**config.mk**
```make
export PLATFORM = sky130hd
export DESIGN_NAME = kmap_mux_equiv_flat
export DESIGN_NICKNAME = d
export VERILOG_FILES = /design/src/rtl/kmap_mux_equiv_if.sv /design/src/rtl/kmap_mux_equiv.sv /design/src/flat_wrapper.sv
export SDC_FILE = /design/constraint.sdc
export NUM_CORES = 1
export LEC_CHECK = 0
export ABC_AREA = 1
export CELL_PAD_IN_SITES_DETAIL_PLACEMENT = 1
export CELL_PAD_IN_SITES_GLOBAL_PLACEMENT = 2
export CORE_ASPECT_RATIO = 0.75
export CORE_UTILIZATION = 25
export DETAILED_ROUTE_END_ITERATION = 8
export PLACE_DENSITY_LB_ADDON = 0.1
export SLEW_MARGIN = 10
export SYNTH_ARGS = -nofsm -noshare
export SYNTH_HDL_FRONTEND = slang
export SYNTH_SLANG_ARGS = --single-unit
```
**constraint.sdc**
```tcl
create_clock -name clk -period 2.4 [get_ports clk]
set_input_delay 0.48 -clock clk [delete_from_list [all_inputs] [get_ports clk]]
set_output_delay 0.48 -clock clk [all_outputs]
set_load 0.005 [all_outputs]
```
**src/rtl/kmap_mux_equiv_if.sv**
```systemverilog
// Bus bundle for kmap_mux_equiv: sample request (in_valid/abcd) and the
// registered evaluation results. The master drives samples, the slave is the
// evaluator.
interface kmap_mux_equiv_if #(
   parameter int ERR_CNT_W = 8
);
   logic                 in_valid;
   logic [3:0]           abcd;
   logic                 out_valid;
   logic                 y_mux8;
   logic                 y_mux4;
   logic                 y_sop;
   logic                 mismatch;
   logic                 err_sticky;
   logic [ERR_CNT_W-1:0] err_count;

   modport master (
      output in_valid, abcd,
      input  out_valid, y_mux8, y_mux4, y_sop, mismatch, err_sticky, err_count
   );

   modport slave (
      input  in_valid, abcd,
      output out_valid, y_mux8, y_mux4, y_sop, mismatch, err_sticky, err_count
   );
endinterface

```
**src/rtl/kmap_mux_equiv.sv**
```systemverilog
// kmap_mux_equiv: evaluates F(a,b,c,d) = sum m(0,1,2,5,6,8,9,11,13,14,15)
// three independent ways (8:1 mux, two enabled 4:1 muxes ORed, minimal SOP),
// registers the results with one cycle of latency and cross-checks them
// against each other and against the GOLDEN truth table.
// Optional build macro KMAP_SELFTEST_EN adds st_start/st_done and an internal
// 16-cycle sweep of all minterms that overrides the external inputs.
module kmap_mux_equiv #(
   parameter int          ERR_CNT_W = 8,
   parameter logic [15:0] GOLDEN    = 16'hEB67
) (
   input  logic clk,
   input  logic rst_n,
`ifdef KMAP_SELFTEST_EN
   input  logic st_start,
   output logic st_done,
`endif
   kmap_mux_equiv_if.slave bus
);

   logic       eff_valid;
   logic [3:0] eff_abcd;

`ifdef KMAP_SELFTEST_EN
   typedef enum logic [1:0] {ST_IDLE, ST_RUN, ST_FLUSH} st_state_t;

   st_state_t  st_state;
   logic [3:0] st_cnt;
   logic       st_start_q;

   // Self-test sequencer: on a rising st_start sweep minterms 0..15, then
   // pulse st_done once the minterm-15 result has been registered.
   always_ff @(posedge clk or negedge rst_n) begin
      if (!rst_n) begin
         st_state   <= ST_IDLE;
         st_cnt     <= 4'd0;
         st_start_q <= 1'b0;
         st_done    <= 1'b0;
      end else begin
         st_start_q <= st_start;
         st_done    <= 1'b0;
         case (st_state)
            ST_IDLE: begin
               if (st_start && !st_start_q) begin
                  st_state <= ST_RUN;
                  st_cnt   <= 4'd0;
               end
            end
            ST_RUN: begin
               st_cnt <= st_cnt + 4'd1;
               if (st_cnt == 4'd15) begin
                  st_state <= ST_FLUSH;
               end
            end
            ST_FLUSH: begin
               st_done  <= 1'b1;
               st_state <= ST_IDLE;
            end
            default: st_state <= ST_IDLE;
         endcase
      end
   end

   assign eff_valid = (st_state == ST_RUN) ? 1'b1   : bus.in_valid;
   assign eff_abcd  = (st_state == ST_RUN) ? st_cnt : bus.abcd;
`else
   assign eff_valid = bus.in_valid;
   assign eff_abcd  = bus.abcd;
`endif

   logic a, b, c, d;
   assign {a, b, c, d} = eff_abcd;

   logic y8_nxt;
   logic mux_a;
   logic mux_b;
   logic y4_nxt;
   logic ysop_nxt;
   logic gold_bit;
   logic mm_nxt;

   // Combinational evaluation of the three paths plus the golden lookup.
   // NOTE: every output gets a default before the case/if so no path can
   // leave it unassigned and infer a latch.
   always_comb begin
      y8_nxt = 1'b0;
      case ({b, c, d})
         3'd0: y8_nxt = 1'b1;
         3'd1: y8_nxt = 1'b1;
         3'd2: y8_nxt = ~a;
         3'd3: y8_nxt = a;
         3'd4: y8_nxt = 1'b0;
         3'd5: y8_nxt = 1'b1;
         3'd6: y8_nxt = 1'b1;
         3'd7: y8_nxt = a;
         default: y8_nxt = 1'b0;
      endcase

      // MuxA is enabled (active-low) by b, MuxB by ~b; a disabled mux drives 0.
      mux_a = 1'b0;
      if (!b) begin
         case ({c, d})
            2'd0: mux_a = 1'b1;
            2'd1: mux_a = 1'b1;
            2'd2: mux_a = ~a;
            2'd3: mux_a = a;
            default: mux_a = 1'b0;
         endcase
      end

      mux_b = 1'b0;
      if (b) begin
         case ({c, d})
            2'd0: mux_b = 1'b0;
            2'd1: mux_b = 1'b1;
            2'd2: mux_b = 1'b1;
            2'd3: mux_b = a;
            default: mux_b = 1'b0;
         endcase
      end

      y4_nxt   = mux_a | mux_b;
      ysop_nxt = (~b & ~c) | (~c & d) | (b & c & ~d) | (a & c & d) | (~a & ~b & ~d);
      gold_bit = GOLDEN[eff_abcd];
      mm_nxt   = !((y8_nxt == y4_nxt) && (y4_nxt == ysop_nxt) && (ysop_nxt == gold_bit));
   end

   // Result register and error bookkeeping; results hold when no sample.
   // NOTE: state is updated with non-blocking assignments so every register
   // sees pre-edge values regardless of statement order.
   always_ff @(posedge clk or negedge rst_n) begin
      if (!rst_n) begin
         bus.out_valid  <= 1'b0;
         bus.y_mux8     <= 1'b0;
         bus.y_mux4     <= 1'b0;
         bus.y_sop      <= 1'b0;
         bus.mismatch   <= 1'b0;
         bus.err_sticky <= 1'b0;
         bus.err_count  <= '0;
      end else if (eff_valid) begin
         bus.out_valid <= 1'b1;
         bus.y_mux8    <= y8_nxt;
         bus.y_mux4    <= y4_nxt;
         bus.y_sop     <= ysop_nxt;
         bus.mismatch  <= mm_nxt;
         // Error state is updated in the same edge that presents the
         // mismatching result, so it lines up with out_valid=1.
         if (mm_nxt) begin
            bus.err_sticky <= 1'b1;
            if (bus.err_count != '1) begin
               bus.err_count <= bus.err_count + ERR_CNT_W'(1);
            end
         end
      end else begin
         bus.out_valid <= 1'b0;
      end
   end

endmodule

```
**src/flat_wrapper.sv**
```systemverilog
// flat-port wrapper written by rule: the top's interface ports become plain ports
module kmap_mux_equiv_flat 
#(
   parameter int          ERR_CNT_W = 8,
   parameter logic [15:0] GOLDEN    = 16'hEB67
)
  (clk, rst_n, bus_in_valid, bus_abcd, bus_out_valid, bus_y_mux8, bus_y_mux4, bus_y_sop, bus_mismatch, bus_err_sticky, bus_err_count);
  kmap_mux_equiv_if #(.ERR_CNT_W(ERR_CNT_W)) bus_i ();
  input  logic clk;
  input  logic rst_n;
  input wire logic [$bits(bus_i.in_valid)-1:0] bus_in_valid;
  input wire logic [$bits(bus_i.abcd)-1:0] bus_abcd;
  output wire logic [$bits(bus_i.out_valid)-1:0] bus_out_valid;
  output wire logic [$bits(bus_i.y_mux8)-1:0] bus_y_mux8;
  output wire logic [$bits(bus_i.y_mux4)-1:0] bus_y_mux4;
  output wire logic [$bits(bus_i.y_sop)-1:0] bus_y_sop;
  output wire logic [$bits(bus_i.mismatch)-1:0] bus_mismatch;
  output wire logic [$bits(bus_i.err_sticky)-1:0] bus_err_sticky;
  output wire logic [$bits(bus_i.err_count)-1:0] bus_err_count;
  assign bus_i.in_valid = bus_in_valid;
  assign bus_i.abcd = bus_abcd;
  assign bus_out_valid = bus_i.out_valid;
  assign bus_y_mux8 = bus_i.y_mux8;
  assign bus_y_mux4 = bus_i.y_mux4;
  assign bus_y_sop = bus_i.y_sop;
  assign bus_mismatch = bus_i.mismatch;
  assign bus_err_sticky = bus_i.err_sticky;
  assign bus_err_count = bus_i.err_count;
  kmap_mux_equiv #(.ERR_CNT_W(ERR_CNT_W), .GOLDEN(GOLDEN)) u_core (.clk(clk), .rst_n(rst_n), .bus(bus_i));
endmodule
```
# Yosys cells after proc, flatten, opt, wreduce, memory -nomap -nowiden
# Memory sizes are Yosys's and may differ from the RTL's.
# Index checks and enable logic that the tools add are counted.
[totals]
elab_cells = 60
latchBits = 0
romBits = 16
ram_bits = 0
regBits = 14
inputBits = 7
n_memories = 1
out_inout_bits = 14
[mem_list]
columns = ["name", "depth", "width", "rd", "rd_clocked_by_memory_dff", "write_ports", "line_no", "text"]
rows = [
  ["(no name shown)", 16, 1, 1, 0, 0, "kmap_mux_equiv.sv:123", "gold_bit = GOLDEN[eff_abcd];"],
]
[op_classes]
n_lt_le_gt_ge = 1
shift = 0
n_reduce_logical = 11
div = 0
n_mul = 0
n_mux = 7
n_eq_ne = 14
add_sub_neg = 1
n_bitwise = 18
[op_table]
columns = ["operator", "count"]
rows = [
  ["$eq A3 B3 Y1 const B", 4],
  ["$add A8 B1 Y8 const B", 1],
  ["$and A1 B1 Y1", 8],
  ["$ne A8 B8 Y1 const B", 1],
  ["$eq A3 B2 Y1 const B", 2],
  ["$pmux W1 S3", 2],
  ["$reduce_or A2 Y1", 3],
  ["$lt A4 B5 Y1 const B", 1],
  ["$not A1 Y1", 5],
  ["$or A1 B1 Y1", 5],
  ["$eq A2 B2 Y1 const B", 2],
  ["$mux W1", 4],
  ["$pmux W1 S4", 1],
  ["$reduce_or A4 Y1", 1],
  ["$eq A1 B1 Y1", 3],
  ["$eq A3 B1 Y1 const B", 1],
  ["$logic_not A3 Y1", 1],
  ["$reduce_and A3 Y1", 1],
  ["$eq A2 B1 Y1 const B", 1],
  ["$logic_and A1 B1 Y1", 2],
  ["$logic_not A2 Y1", 1],
  ["$reduce_and A2 Y1", 1],
  ["$logic_not A1 Y1", 1],
]

# Logic depth before layout (Yosys ltp)
[depth]
depth_word = 11
mapped_depth = 13

# Worst setup path after synthesis
# No wires, ideal clock.
[synth_path]
path_type = "input-to-reg"
start = "in bus_abcd[0]"
end = "reg u_core.bus.err_sticky"
required_time_ps = 2276
setup_time_ps = 124
n_path_buf = 0
slack_ps = 674
path_stages = 11
arrival_time_ps = 1601
path_cell_list = "inv_1 > ha_1 > nand2_2 > nand2_1 > nand2_1 > inv_1 > nor2_2 > nand3_1 > nand2_2 > nand2_4 > or2_1"
[synth_between]
elab_chain_len = 10
[synth_lines]
columns = ["item", "line_no", "text"]
rows = [
  ["start, declared", "flat_wrapper.sv:12", "input wire logic [$bits(bus_i.abcd)-1:0] bus_abcd;"],
  ["$eq A2 B1 Y1, or another cell as far along", "kmap_mux_equiv.sv:101, kmap_mux_equiv.sv:112", ""],
  ["$reduce_or A2 Y1 (no line), or another cell as far along", "--", ""],
  ["$pmux W1 S3, or another cell as far along", "kmap_mux_equiv.sv:101", "case ({c, d})"],
  ["$mux W1, or another cell as far along", "kmap_mux_equiv.sv:100", "if (!b) begin"],
  ["$or A1 B1 Y1 (on tied branches)", "kmap_mux_equiv.sv:121, kmap_mux_equiv.sv:122", ""],
  ["$eq A1 B1 Y1", "kmap_mux_equiv.sv:124", "mm_nxt = !((y8_nxt == y4_nxt) && (y4_nxt == ysop_nxt) && (ysop_nxt == gold_bit));"],
  ["$logic_and A1 B1 Y1", "kmap_mux_equiv.sv:124", ""],
  ["$logic_and A1 B1 Y1 (*)", "kmap_mux_equiv.sv:124", ""],
  ["$not A1 Y1 (no line) (*)", "--", ""],
  ["$reduce_and A2 Y1 (no line) (*)", "--", ""],
  ["end signal, assigned", "kmap_mux_equiv.sv:137", "bus.err_sticky <= 1'b0;"],
  ["end signal, assigned", "kmap_mux_equiv.sv:148", "bus.err_sticky <= 1'b1;"],
  ["end, declared", "kmap_mux_equiv_if.sv:24", "output out_valid, y_mux8, y_mux4, y_sop, mismatch, err_sticky, err_count"],
]
# Mark *: on every way between the ends. The rest lies on a longest branch, timed or not. The select of a mux whose other input is x is not followed.
# A chain may end at the register's enable or synchronous reset.

# Worst setup path after layout
# Ends and elaborated chain as after synthesis.

==> out/metrics.cfg <==
[timing]
rsz0062_at_grt = no
drv_slew = 0
finalHoldViolations = 0
tns_ns = 0
finalSetupViolations = 0
period_share_pct = 90.2
timing.final.ws_setup_ns = 0.236
skew_ns = 0.00188
fin_crit_ns = 2.16
hold-worst-slack_ns = 0.462
tightest_slew_ns = 0.682
relSlewSlack_pct = 54.4
fmax_ghz = 0.462

[setup_path]
path_cells = clkdlybuf4s50_1, inv_1, ha_1, nand2_2, nand2_1, nand2_1, inv_1, nor2_2, nand3_1, nand2_2, nand2_4, or2_1
slowest_stage = clkdlybuf4s50_1
setup.worst_path.start_class = primary input
critPathKind = in -> reg
crit_arrival_ns = 2.29
crit_fanout = 10
cp-end-kind = register
cpLargestDelayFamily = simple AND/OR/NAND/NOR gates
required_ns = 2.53
crit_buf_inv = 3
max_stage_delay_ns = 0.47

[clock_tree]
cts-hold-fix-buffers = 0
clock-sinks = 14
cts_root_buffer = clkbuf_8
cts_tree = done
cts_setup_buffers = 0
post_cts_resize_count = 0
h-tree-depth = 1
numCtsBuffers = 3
worstSkewPairLatency_ns = 0.24
ctsLongestPathBuffers = 2
cts.clk_slew.worst_paths_ns = 0.05

[synth]
avgSynthCellArea_um2 = 7.55
syn_inst = 131
netlist.area_leader.share_pct = 35.4
synth_top_flop_cell = dfrtp_1
netlist_area_um2 = 988
yosysTopAreaCell = dfrtp_1
syn_nets = 145
yosysUniqueCellTypes = 21
synth.top_cells.by_area = dfrtp_1, nand2_1, ha_1
synth_seq_area_share_pct = 35.4
synth_edf_count = 0
synth_seq_cells = 14
yosys_warnings = 0
ys_async_sr_fraction_pct = 100

[routing]
wl_per_cell_um = 11.1
drt_iter0_markers = 17
dr.pass1.iters = 3
drt-total-wl_mm = 2.30
remaining_drc_errors = 0
antenna_left = 0
drt-vias-per-instance = 4.14
via_count = 862

[worst_hold_path]
hold_path_class = reg -> reg

[floorplan]
die_h_um = 56.5
num_rows = 19
chipWidth_um = 74.6
floorplan.die_area_mm2 = 0.00421
pin_count = 21
core_mm2 = 0.00373
initial_core_util_pct = 26.5

[finish]
drive_gt1_share_pct = 15.4
final_cell_mix = nand2_1, clkdlybuf4s50_1, nand3_1, inv_1, dfrtp_1
area_growth_pct = 32.8
nets = 171
utilization_pct = 35.2
n_fill_cell = 463
layout_commonest_cell = nand2_1
antenna_cells = 0

[place]
dp_hpwl_mm = 1.96
dpl_worst_slack_ns = -0.0557
gp_routability_congestion = 0.788
port-buffer-count = 20

[flow_run]
max_cap_violations = 0

[power]
leakagePower_nw = 0.654
p_per_area_mw_per_mm2 = 654
clkPwrFrac_pct = 26.3
p_seq_share_pct = 39.3
switching_power_mw = 0.273
irDropWorstVdd_v = 0.000388
p_int_mw = 0.586
power_frac_comb_pct = 34.3
swShare_pct = 31.8
power_mw = 0.859

[global_routing]
grt_pass1_vias = 809
grt_pass1_wl_mm = 3.92
grt_max_degree = 15
grt_usage_pct = 12.6
overflow = 0
antenna_found_initial = 0

[run_status]
status = finished clean

==> registers in the layout, summed over array words and instances (netlist names) <==
signal                 flops
u_core.bus.y_mux4          1
u_core.bus.mismatch        1
u_core.bus.err_count       8
u_core.bus.err_sticky      1
u_core.bus.y_mux8          1
u_core.bus.out_valid       1
u_core.bus.y_sop           1
==> final timing paths <==
kind,cells after the start,start,slack (ns),end
hold / removal,1,u_core.bus.err_sticky$_DFFE_PN0P_,0.46,u_core.bus.err_sticky$_DFFE_PN0P_
setup / recovery,12,bus_abcd[0],0.24,u_core.bus.err_sticky$_DFFE_PN0P_
min in group asynchronous,1,rst_n,0.65,u_core.bus.y_mux4$_DFFE_PN0P_
setup reg to reg,7,u_core.bus.err_count[0]$_DFFE_PN0P_,0.95,u_core.bus.err_count[3]$_DFFE_PN0P_
max in group asynchronous,1,rst_n,1.31,u_core.bus.err_sticky$_DFFE_PN0P_
hold reg to reg,1,u_core.bus.err_sticky$_DFFE_PN0P_,0.46,u_core.bus.err_sticky$_DFFE_PN0P_
==> power groups by stage <==
| stage | Combinational, mW | Clock (mW) | Sequential, mW |
|---|---|---|---|
| final | 0.295 | 0.226 | 0.338 |
| after global routing | 0.332 | 0.246 | 0.346 |
| after CTS | 0.301 | 0.237 | 0.339 |
| after detailed placement | 0.300 | 0 | 0.343 |
| after global placement | 0.298 | 0 | 0.340 |
| after floorplan | 0.152 | 0 | 0.336 |
==> metrics by stage <==
step	cells	instance area, µm²
after global routing	208	1310
final	208	1310
after detailed placement	204	1260
after floorplan	131	988
after global placement	204	1260
after CTS	208	1310
==> final cells by class <==
cell class / count / area, µm² / area share, %
sequential: 14 / 350 / 26.7
multi-input combinational: 100 / 564 / 43.0
tap: 52 / 65.1 / 4.96
inverter: 16 / 62.6 / 4.77
clock buffer: 4 / 55.1 / 4.19
timing repair buffer: 22 / 215 / 16.4
==> synth_stat cells, types with 2 or more instances <==
cell and count:
dfrtp_1 14, nand2_2 7, xnor2_1 2, ha_1 7, nand2_4 2, nor2_2 4, nand3_1 16, o21ai_0 2
inv_1 14, nor2_1 8, nand3_2 2, xor2_1 4, nand2_1 41
==> worst register-to-register path, delay by kind of cell, from the launching register on <==
family,cells,cell delay [ns]
flip-flops,1,0.42
adder cells (fa/ha/maj),1,0.24
AND/OR/NAND/NOR,6,0.75
==> metal layers <==
layer  vias up  GRT usage (%)  wire length, µm
met5         -              0                0
met4         0           3.23               21
met3         2           4.31              104
met2        19           15.6              891
met1       386           20.1             1280
li1        455              -                -
==> cell families after synthesis <==
| group | synth area share [%] |
|---|---|
| simple gates | 41.4 |
| fa+ha+maj | 8.86 |
| compound gates | 1.52 |
| xor+xnor | 5.32 |
| flops | 35.4 |
| buf+inv | 7.47 |
No activity file was read; power rests on OpenSTA's default activity.
